==> src/rtl/pc_fetch_unit.sv <==
// Program counter and instruction register feeding the control FSM: next-PC select
// (jump/branch/sequential), IR capture with a one-cycle memory-latency bypass, and a commit counter.
module pc_fetch_unit #(
    parameter int unsigned        ADDR_W   = 16,
    parameter logic [ADDR_W-1:0]  RESET_PC = '0
) (
    input  logic              clock,
    input  logic              reset,
    input  logic              pc_enable,
    input  logic              branch_sel,
    input  logic              jump_sel,
    input  logic [3:0]        disp_high,
    input  logic [3:0]        disp_low,
    input  logic [15:0]       jump_target,
    input  logic              latch_enable,
    input  logic [15:0]       mem_rdata,
    output logic [ADDR_W-1:0] pc_out,
    output logic [15:0]       instruction,
    output logic [15:0]       link_value,
    output logic [15:0]       retire_count
);

    logic [ADDR_W-1:0] pc_q, pc_d;
    logic [15:0]       ir_q, ir_d;
    logic              fetch_q, fetch_d;
    logic [15:0]       retire_q, retire_d;

    logic [15:0]       disp_ext;
    logic [ADDR_W-1:0] disp;
    logic [ADDR_W-1:0] pc_inc;

    // 8-bit two's-complement displacement, widened then trimmed to the PC width.
    assign disp_ext = {{8{disp_high[3]}}, disp_high, disp_low};
    assign disp     = disp_ext[ADDR_W-1:0];
    assign pc_inc   = pc_q + ADDR_W'(1);

    always_comb begin
        pc_d     = pc_q;
        ir_d     = ir_q;
        fetch_d  = latch_enable;
        retire_d = retire_q;

        if (fetch_q) begin
            ir_d = mem_rdata;
        end

        if (pc_enable) begin
            retire_d = retire_q + 16'd1;
            if (jump_sel) begin
                pc_d = jump_target[ADDR_W-1:0];
            end else if (branch_sel) begin
                pc_d = pc_q + disp;
            end else begin
                pc_d = pc_inc;
            end
        end
    end

    always_ff @(posedge clock) begin
        if (reset) begin
            pc_q     <= RESET_PC;
            ir_q     <= 16'h0000;
            fetch_q  <= 1'b0;
            retire_q <= 16'h0000;
        end else begin
            pc_q     <= pc_d;
            ir_q     <= ir_d;
            fetch_q  <= fetch_d;
            retire_q <= retire_d;
        end
    end

    // Decode sees the fetched word in the same cycle the memory returns it.
    assign instruction  = fetch_q ? mem_rdata : ir_q;
    assign pc_out       = pc_q;
    assign link_value   = 16'(pc_inc);
    assign retire_count = retire_q;

endmodule
==> config.mk <==
export PLATFORM = sky130hd
export DESIGN_NAME = pc_fetch_unit
export DESIGN_NICKNAME = d
export VERILOG_FILES = /design/src/rtl/pc_fetch_unit.sv
export SDC_FILE = /design/constraint.sdc
export NUM_CORES = 1
export LEC_CHECK = 0
export ABC_CLOCK_PERIOD_IN_PS = 2600
export CELL_PAD_IN_SITES_DETAIL_PLACEMENT = 0
export CELL_PAD_IN_SITES_GLOBAL_PLACEMENT = 1
export CORE_ASPECT_RATIO = 0.6
export CORE_MARGIN = 4
export CORE_UTILIZATION = 30
export CTS_CLUSTER_SIZE = 20
export DETAILED_ROUTE_END_ITERATION = 8
export GPL_TIMING_DRIVEN = 0
export PLACE_DENSITY = 0.79
export SLEW_MARGIN = 40
export SYNTH_ARGS = -nofsm -noshare
export SYNTH_HDL_FRONTEND = slang
export SYNTH_SLANG_ARGS = --single-unit
export TNS_END_PERCENT = 5
==> constraint.sdc <==
create_clock -name clock -period 2.6 [get_ports clock]
set_input_delay 0.78 -clock clock [delete_from_list [all_inputs] [get_ports clock]]
set_output_delay 0.78 -clock clock [all_outputs]
set_load 0.02 [all_outputs]
* After elaboration in Yosys (flattened, before gate mapping)
Cells that the tools add are included.
Word-level totals: register bits 49, input bits 46, word-level logic and storage cells 10
Operators by class: add/sub/neg operators 3, multiplexer cells 3
Operators with widths (count):
- $mux W16 | 3
- $add A16 B1 Y16 const B | 2
- $add A16 B16 Y16 | 1

* Depth between registers and ports, before layout
Gate-level depths: netlist of run 1.
depth in word-level cells 3, mapped depth 9, mapped depth without buffers 9

* Least setup slack after synthesis of run 1
No wires, ideal clock.
kind input to register, from in disp_low[0], to reg pc_q[14] (netlist: pc_out[14]), library setup time 0.132 ns, arrival time 2.603 ns, required time 2.468 ns, path slack -0.134 ns, cell stages on the path 9, path buffers 0, path through ha_1 -> fa_1 -> a21o_1 -> a221oi_2 -> o221a_2 -> o21bai_1 -> mux2i_1 -> a211oi_1 -> nor3_1
Between the ends: longest elaborated chain between the ends 3
Ends and longest elaborated chain:
- from (decl) | line 13 | input logic [3:0] disp_low,
- $add A16 B16 Y16 | line 52 | pc_d = pc_q + disp;
- $mux W16 | line 51 | end else if (branch_sel) begin
- $mux W16 | line 49 | if (jump_sel) begin
- to (signal assigned) | line 66 | pc_q <= pc_d;
- to (decl) | line 23 | logic [ADDR_W-1:0] pc_q, pc_d;
Every way passes these cells. A chain may end at the register's enable or synchronous reset.

* Final worst setup path of run 1
Same ends and word-level chain as after synthesis.

==> impl_metrics.py, run 1 <==
metrics = {
    "run_status": {
        "outcome": "complete, but fails checks",
        "violations": "setup timing",
    },
    "grt": {
        "grt-ovfl-total": 0,
        "grt_pass1_wl_um": 16100,
        "grt_use_total_pct": 16.4,
        "grt_max_degree": 15,
        "antenna_found_initial": 0,
        "grt_pass1_vias": 3067,
    },
    "sta": {
        "drv_slew": 0,
        "worst_pin_slew_ps": 603,
        "finalCritPeriodShare_pct": 100,
        "max_slew_margin_pct": 59.8,
        "finalSetupTns_ps": -4.74,
        "clock.fmax_mhz": 384,
        "grt_setup_unrepaired": "yes",
        "min_period_ps": 2600,
        "hold_viol_final": 0,
        "layout_setup_ws_ps": -4.74,
        "finClkSkew_ps": 6.65,
        "setup_viol_count_final": 1,
    },
    "floorplanning": {
        "core_sq_um": 10100,
        "ios": 110,
        "row_count": 28,
        "die_area_sq_um": 12300,
        "start_util_pct": 31.4,
        "die_h_um": 87.6,
        "die_width_um": 141,
    },
    "synth": {
        "synth_top_flop_cell": "dfxtp_1",
        "netlist_instances": 373,
        "yosys_warnings": 0,
        "synth_area_leaders": "dfxtp_1, xnor2_1, ha_1, mux2_2, nor2_1",
        "synthArstFlopShare_pct": 0,
        "syn_nets": 437,
        "ys_seq_elements": 49,
        "postSynthAreaPerCell_sq_um": 8.49,
        "synth_area_sq_um": 3170,
        "synth_cell_type_count": 46,
        "synth_edf_count": 0,
        "synth_area_leader_cell": "dfxtp_1",
        "synth_seq_area_share_pct": 31.0,
        "synth_top_area_share_pct": 31.0,
    },
    "power": {
        "p_leak_nw": 1.98,
        "design_power_total_mw": 2.31,
        "ir_drop_uv": 275,
        "powerDensity_nw_per_um2": 479,
    },
    "cells_and_area": {
        "finalNetCount": 555,
        "multi_input_area_sq_um": 2330,
        "diodes": 0,
        "final_cell_mix": "clkdlybuf4s50_1, dfxtp_1, nor2_1",
        "layout_commonest_cell": "clkdlybuf4s50_1",
        "ff_latch_area_sq_um": 1010,
        "stdcell_area_sq_um": 4830,
        "fill_cells": 967,
        "syn_to_final_growth_pct": 52.5,
        "drive_gt1_share_pct": 18.1,
    },
    "critical_path": {
        "crit_path_max_fanout": 3,
        "reg2reg_depth": 9,
        "end_kind": "flop",
        "r2r-start": "pc_out[0]",
        "rrSetupSlack_ps": 190,
        "endpoint": "pc_out[14]",
        "crit_start": "disp_low[0]",
        "worstPathCellList": "clkbuf_2, ha_4, fa_2, a21o_1, a221oi_4, o221a_4, o21bai_4, mux2i_2, a211oi_2, nor3_1",
        "rr_endpoint": "pc_out[14]",
        "slowest_delay_ps": 370,
        "startpoint_type": "primary input",
        "arrival_ps": 2760,
        "crit_slowest_cell": "a221oi_4",
        "crit_type": "primary input to flop",
        "crit_required_ps": 2760,
    },
    "placement": {
        "dp_hpwl_um": 7990,
        "place_area_sq_um": 4420,
        "globalplace.congestion": 0.791,
        "post-place-ws_ps": -743,
        "portBuffers": 108,
    },
    "routing": {
        "routed_wl_um": 10200,
        "antenna_left": 0,
        "vias": 3143,
        "dr.pass1.iters": 4,
        "via_per_inst": 5.01,
        "drtIter0Drc": 172,
        "wl_per_cell_um": 16.3,
        "drc_errors": 0,
    },
    "clock_tree": {
        "cts_tree": "done",
        "clk_latency_ps": 290,
        "htree_levels": 2,
        "cts_made_buffers": 5,
        "root_buffer": "clkbuf_16",
        "clock_sinks": 49,
        "clk_path_buf_depth": 2,
        "clk_pin_slew_ps": 70,
    },
    "hold_path": {
        "hold_start": "retire_count[7]",
        "min_path_type": "flop to flop",
    },
    "job": {
        "maxCapViolations": 0,
    },
}
## worst min path at each step
stage / endpoint / depth (start not counted)
floorplan: pc_out[12] / 2
global placement: retire_count[7] / 2
detailed placement: retire_count[7] / 2
CTS: retire_count[7] / 2
global route: retire_count[7] / 2
finish: retire_count[7] / 2
## state kept, by name, indices dropped and copies added, names as in the netlist
name / count
fetch_q: 1
ir_q: 16
retire_count: 16
pc_out: 16
## repair_timing
action | 4_1_cts | 5_1_grt
setup buffers | 2 | 2
gates resized for setup | 83 | 44
endpoints found under the setup margin | 39 | 19
hold buffers | 0 | 0
pin swaps | 8 | 16
endpoints found under the hold margin | 0 | 0
## synth_stat cells, types with 3 or more instances
cell type  number
and4_1          5
xor2_1         16
nor2b_1        20
clkbuf_1       12
o21ai_0        10
xnor2_1        25
a211oi_1        7
nand4_1         6
buf_1           3
nand2_1        29
mux2_2         18
ha_1           17
o22ai_1         4
a21o_1          7
o21bai_1        4
o211ai_1        3
and3_1          6
a21oi_1        23
nand2b_1        9
inv_1           7
nor2_1         39
nor3_1          3
mux2i_1        10
dfxtp_1        49
nand3_1        15
## cell families after synthesis
kind of cell	synth area share, %
simple gates	22.8
compound gates	15.2
flops	31.0
xor+xnor	11.3
mux	9.56
buf+inv	2.77
fa+ha+maj	7.35
## where the power goes
group	leakage [nW]	switching, mW	internal, mW	total (mW)
clock	0.0841	0.275	0.481	0.756
sequential	0.406	0.0586	0.788	0.847
combinational	1.49	0.356	0.355	0.712
## metrics by stage
stage,cells,util (%),hold slack [ps]
floorplan,373,-,563
global placement,616,43.8,484
detailed placement,616,43.8,500
CTS,625,46.5,509
global route,627,47.9,548
finish,627,47.9,499
## critical path: cells and delay by family
kind	cells	cell delay (ps)
compound gates	5	1120
fa+ha+maj	2	530
buf+inv	1	110
mux	1	150
simple gates	1	60
## final cells by class
class | instances | share of cell area (%)
Buffer | 15 | 1.27
Clock buffer | 7 | 2.95
Clock inverter | 1 | 0.622
Inverter | 7 | 0.544
Multi-Input combinational cell | 301 | 48.3
Sequential cell | 49 | 20.9
Tap cell | 135 | 3.50
Timing Repair Buffer | 112 | 21.9
## per-layer routing
| layer | GRT usage, % | wire [um] | vias up |
|---|---|---|---|
| met1 | 24.4 | 5110 | 1454 |
| met4 | 3.17 | 74 | 0 |
| met3 | 5.02 | 958 | 8 |
| li1 | - | - | 1567 |
| met2 | 23.3 | 4050 | 114 |
| met5 | 0 | 0 | - |
No activity file was read; power rests on OpenSTA's default activity.
==> inputs of run 2 (changes only) <==
--- a/config.mk
+++ b/config.mk
@@ -11,10 +11,11 @@
 export CORE_ASPECT_RATIO = 0.6
 export CORE_MARGIN = 4
 export CORE_UTILIZATION = 30
-export CTS_CLUSTER_SIZE = 20
+export CTS_CLUSTER_SIZE = 16
 export DETAILED_ROUTE_END_ITERATION = 8
 export GPL_TIMING_DRIVEN = 0
 export PLACE_DENSITY = 0.79
+export REMOVE_ABC_BUFFERS = 1
 export SLEW_MARGIN = 40
 export SYNTH_ARGS = -nofsm -noshare
 export SYNTH_HDL_FRONTEND = slang
==> impl_metrics.py, run 2 (synthesis results as in run 1) <==
metrics = {
    "run_status": {
        "outcome": "complete, but fails checks",
        "violations": "setup timing",
    },
    "sta": {
        "finClkSkew_ps": 4.63,
        "grt_setup_unrepaired": "yes",
        "finalCritPeriodShare_pct": 101,
        "setup_viol_count_final": 1,
        "min_period_ps": 2610,
        "clock.fmax_mhz": 383,
        "layout_setup_ws_ps": -13.8,
        "drv_slew": 0,
        "hold_viol_final": 0,
        "max_slew_margin_pct": 60.8,
        "worst_hold_slack_ps": 511,
        "finalSetupTns_ps": -13.8,
        "worst_pin_slew_ps": 588,
    },
    "hold_path": {
        "holdPathEnd": "retire_count[7]",
        "hold_start": "retire_count[7]",
        "min_path_type": "flop to flop",
        "whs_path_depth": 2,
    },
    "cells_and_area": {
        "syn_to_final_growth_pct": 50.3,
        "diodes": 0,
        "final_cell_mix": "clkdlybuf4s50_1, dfxtp_1, nor2_1",
        "finalCoreUtilization_pct": 47.2,
        "drive_gt1_share_pct": 19.0,
        "finalNetCount": 542,
        "layout_commonest_cell": "clkdlybuf4s50_1",
    },
    "critical_path": {
        "reg2reg_depth": 10,
        "r2r-start": "pc_out[0]",
        "crit_path_max_fanout": 3,
        "crit_required_ps": 2820,
        "arrival_ps": 2830,
        "startpoint_type": "primary input",
        "crit_type": "primary input to flop",
        "rr_endpoint": "pc_out[10]",
        "crit_slowest_cell": "fa_2",
        "rrSetupSlack_ps": 210,
        "worstPathCellList": "clkbuf_2, ha_4, fa_2, a21o_1, a221oi_4, buf_6, o21ai_0, a21oi_1, xnor2_1, nand3_1, a21oi_2",
        "end_kind": "flop",
        "slowest_delay_ps": 370,
    },
    "floorplanning": {
        "core_sq_um": 10100,
        "row_count": 28,
        "start_util_pct": 31.4,
        "ios": 110,
        "die_area_sq_um": 12300,
        "die_width_um": 141,
        "die_h_um": 87.6,
    },
    "power": {
        "ir_drop_uv": 312,
        "powerDensity_nw_per_um2": 480,
        "p_leak_nw": 1.96,
        "design_power_total_mw": 2.28,
    },
    "placement": {
        "post-place-ws_ps": -873,
        "globalplace.congestion": 0.836,
        "portBuffers": 109,
        "dp_hpwl_um": 7000,
    },
    "job": {
        "maxCapViolations": 0,
    },
    "clock_tree": {
        "clk_path_buf_depth": 2,
        "clk_pin_slew_ps": 60,
        "cts_tree": "done",
        "htree_levels": 2,
        "clock_sinks": 49,
        "cts_made_buffers": 5,
        "root_buffer": "clkbuf_16",
        "cts-hold-fix-buffers": 0,
        "clk_latency_ps": 280,
    },
    "grt": {
        "grt_pass1_vias": 2912,
        "antenna_found_initial": 0,
        "grt_max_degree": 52,
        "grt_use_total_pct": 14.7,
        "grt_pass1_wl_um": 14900,
        "grt-ovfl-total": 0,
    },
    "routing": {
        "routed_wl_um": 9370,
        "wl_per_cell_um": 15.3,
        "vias": 3090,
        "dr.pass1.iters": 5,
        "via_per_inst": 5.03,
        "antenna_left": 0,
        "drc_errors": 0,
        "drtIter0Drc": 133,
    },
}
run 2: cell count changes in the layout (fill, tap and decap cells not counted), moves of 2 or more:
cell / delta
clkbuf_1: -10
clkdlybuf4s50_1: -4
buf_1: -3
buf_2: +2
dfxtp_2: -2
dfxtp_4: +2
run 2: final cells by class:
| type | instances | area (sq um) |
|---|---|---|
| inverters | 7 | 26.3 |
| well taps | 135 | 169 |
| clock buffers | 7 | 143 |
| repair buffers | 114 | 1050 |
| flip-flops and latches | 49 | 1010 |
| multi-input cells | 301 | 2320 |
| clock inverters | 1 | 30.0 |
| fillers | 998 | 5330 |
run 2: worst max-delay path by stage:
stage / from / to / slack, ps / cells past startpoint
2_1_floorplan: disp_low[0] / pc_out[14] / -120 / 9
4_1_cts: disp_low[0] / pc_out[14] / -120 / 10
6_report: disp_low[0] / pc_out[10] / -10 / 11
3_5_place_dp: disp_low[0] / pc_out[14] / -870 / 10
3_3_place_gp: disp_low[0] / pc_out[14] / -940 / 10
5_1_grt: disp_low[0] / pc_out[10] / -80 / 11
run 2: critical path: cells and delay by family:
| kind | cells | cell delay (ps) |
|---|---|---|
| and+or+nand+nor | 1 | 110 |
| adders and majority gates | 2 | 540 |
| xor gates and xnor gates | 1 | 130 |
| buffers and inverters | 2 | 270 |
| AOI/OAI and AO/OA | 5 | 1000 |
run 2: per-layer routing:
metal,up-vias,global-route usage [%],share of wire [%]
met5,-,0,0
met4,0,0.792,0.21
met2,114,20.2,39
li1,1533,-,-
met1,1439,22.8,51
met3,4,5.07,9.8
run 2: repair_timing:
action	4_1_cts	5_1_grt
setup endpoints to repair	41	15
pin swaps	9	12
resized for setup	93	40
setup buffers	2	3
run 2: metrics by stage:
stage,cell area [sq um],cells
detailed placement,4350,601
CTS,4630,611
global placement,4370,601
floorplan,3110,357
global route,4760,614
finish,4760,614
run 2: power breakdown:
part	leakage (nW)	internal, mW	switching [mW]
registers	0.407	0.787	0.0603
logic	1.47	0.347	0.340
clock network	0.0841	0.481	0.268
total	1.96	1.61	0.668
==> RTL change: new RTL, config.mk and constraints of run 1 <==
Register the input `jump_target` before use, with the module's reset. The logic sees it one clock later. The other inputs are not delayed to match.
--- a/src/rtl/pc_fetch_unit.sv
+++ b/src/rtl/pc_fetch_unit.sv
@@ -19,6 +19,16 @@
     output logic [15:0]       link_value,
     output logic [15:0]       retire_count
 );
+
+    logic [15:0] jump_target_q;
+
+    always_ff @(posedge clock) begin
+        if (reset) begin
+            jump_target_q <= '0;
+        end else begin
+            jump_target_q <= jump_target;
+        end
+    end
 
     logic [ADDR_W-1:0] pc_q, pc_d;
     logic [15:0]       ir_q, ir_d;
@@ -47,7 +57,7 @@
         if (pc_enable) begin
             retire_d = retire_q + 16'd1;
             if (jump_sel) begin
-                pc_d = jump_target[ADDR_W-1:0];
+                pc_d = jump_target_q[ADDR_W-1:0];
             end else if (branch_sel) begin
                 pc_d = pc_q + disp;
             end else begin
Function: changed (Yosys sat finds a counterexample within 4 cycles, from zero or initial values and one cycle with reset high).
==> RTL change against run 1 <==
  * The flow still finishes with violations (negative setup slack)
  * Area after synthesis up 16%
  * Setup slack got worse by 0.0011 ns
  * Wire length is 16% higher
  * Fmax hardly changed
  * Sequential power is 30% higher
  * Cell area is 13% higher
  * Power grew 30%
  * Sequential cell count rose by 16
  * Critical endpoint is now link_value[15]
==> RTL change: results (changes against run 1) <==
| Metric | Value |
|---|---|
| Post-Place Cells | `685 (+11%)` |
| Num CTS Buffers | `9 (+4)` |
| Drt via density | `4.98 (-0.65%)` |
| NumNets Final | `601 (+8.3%)` |
| Detailed Place HPWL | `9.20 mm (+15%)` |
| VDD IR max | `0.000358 V (+30%)` |
| Leak | `2.26 nW (+14%)` |
| GRT Overall Usage | `16.7% (+0.34 points)` |
| H-tree Lvls | `3 (+1)` |
| Pre-CTS setup slack | `-0.875 ns (-0.132 ns)` |
| Slowest CP cell | `dfxtp_4` |
| Worst hold slack | `0.532 ns (+0.0327 ns)` |
| Share of cells above drive strength 1 | `19.9% (+1.8 points)` |
| Setup Skew | `0.00729 ns (+0.000639 ns)` |
| CP max stage delay | `0.40 ns (+0.03 ns)` |
| Antenna violations before repair | `0 (unchanged)` |
| Clock Pin Slew Worst Setup and Hold Paths | `0.05 ns (-0.02 ns)` |
| HP Class | `reg2reg` |
| HP Start | `jump_target_q[4]` |
| Reg2reg path depth | `9 (unchanged)` |
| Crit path max fanout | `5 (+2)` |
| Vias in the first global route | `3487 (+14%)` |
| Router iterations before antenna repair | `5 (+1)` |
| Pwr Density | `550 mW/mm2 (+15%)` |
| Relative slew margins | `55.6% (-4.2 points)` |
| First-pass GRT wire length | `18.3 mm (+14%)` |
| Filler Cells Inserted | `1183 (+22%)` |
| Largest cells by area after synthesis | `dfxtp_1, nor2b_1, ha_1` |
| Worst path arrival time | `1.83 ns (-0.93 ns)` |
| Final WL | `11.8 mm (+16%)` |
| R2R Path End | `pc_out[10]` |
| Netlist cell types | `59 (+28%)` |
| Failing checks | `negative setup slack` |
| Syn_nets | `478 (+9.4%)` |
| Skew-Pair Late Insertion Delay | `0.33 ns (+0.04 ns)` |
| Cells after Synth | `414 (+11%)` |
| Largest net degree at the start of global routing | `11 (-4)` |
| Status | `complete, but fails checks` |
| Synth Area in XOR/XNOR | `8.52% (-2.8 points)` |
| Clk buf depth | `2 (unchanged)` |
| Top Family by Delay on Critical Path | `simple AND/OR/NAND/NOR gates` |
| Compound-Gate Fraction of Synth Area | `16.8% (+1.6 points)` |
| Final setup fails | `1 (unchanged)` |
| PortBufs | `106 (-1.9%)` |
| Hold Path Sink | `pc_out[4]` |
| Top post-synthesis cells by count | `dfxtp_1, nor2b_1, nor2_1` |
| Number of DRC markers in iteration 0 | `145 (-16%)` |
| Area after DPL | `0.00496 mm2 (+12%)` |
| R2R Setup Slk | `0.25 ns (+0.06 ns)` |
| Final setup margin | `-0.00585 ns (-0.00111 ns)` |
| Multiplexer area fraction after synthesis | `7.37% (-2.2 points)` |
| Placer Congestion | `0.864 (+9.3%)` |
| Post-Synth Adder-Cell Area | `6.31% (-1.0 points)` |
| Hold depth | `2 (unchanged)` |
| Via count | `3521 (+12%)` |
| Register area share after synthesis | `35.3% (+4.3 points)` |
| Warnings, synthesis | `0 (unchanged)` |
RTL change: worst max-delay path by stage:
stage,cells past startpoint,start,end
floorplan,8,disp_low[0],pc_out[10]
global placement,8,disp_high[3],pc_out[14]
detailed placement,8,disp_high[3],pc_out[10]
CTS,5,pc_out[7],link_value[15]
global route,5,pc_out[9],link_value[15]
finish,5,pc_out[9],link_value[15]
RTL change: area by class of cell:
| type | instances | share of cell area, % |
|---|---|---|
| Multi-Input combinational cell | 321 | 44.6 |
| Sequential cell | 65 | 24.3 |
| Timing Repair Buffer | 113 | 19.3 |
| Clock buffer | 13 | 4.38 |
| Tap cell | 165 | 3.77 |
| Buffer | 17 | 1.71 |
| Clock inverter | 3 | 1.19 |
| Inverter | 10 | 0.685 |
RTL change: report_power, final:
part | internal (mW) | switching, mW | leakage, nW
registers | 1.04 | 0.0594 | 0.540
logic | 0.318 | 0.348 | 1.57
clock network | 0.838 | 0.410 | 0.148
total | 2.20 | 0.817 | 2.26
RTL change: metrics by stage:
stage	total power, mW	TNS [ns]
global placement	1.75	-12.19
finish	3.02	-0.00585
CTS	3.00	-0.645
global route	3.15	-0.417
floorplan	1.48	0
detailed placement	1.76	-12.49
RTL change: tightest hold or removal path, delay by kind of cell, from the launching register on:
family / cells / cell delay (ns)
AO/OA/AOI/OAI: 1 / 0.12
flip-flops: 1 / 0.30
multiplexers: 1 / 0.07
RTL change: layer usage:
metal  global-route usage [%]  vias up  wire (um)
li1                         -     1709          -
met1                     25.3     1688       6020
met2                     23.0      120       4840
met3                     5.35        4        904
met4                     3.02        0         46
met5                        0        -          0
RTL change: timing repair:
action,CTS,global route
pin swaps,6,11
resized for setup,85,40
endpoints found under the setup margin,38,23
hold buffers,0,0
hold endpoints to repair,0,0
setup buffers,1,6
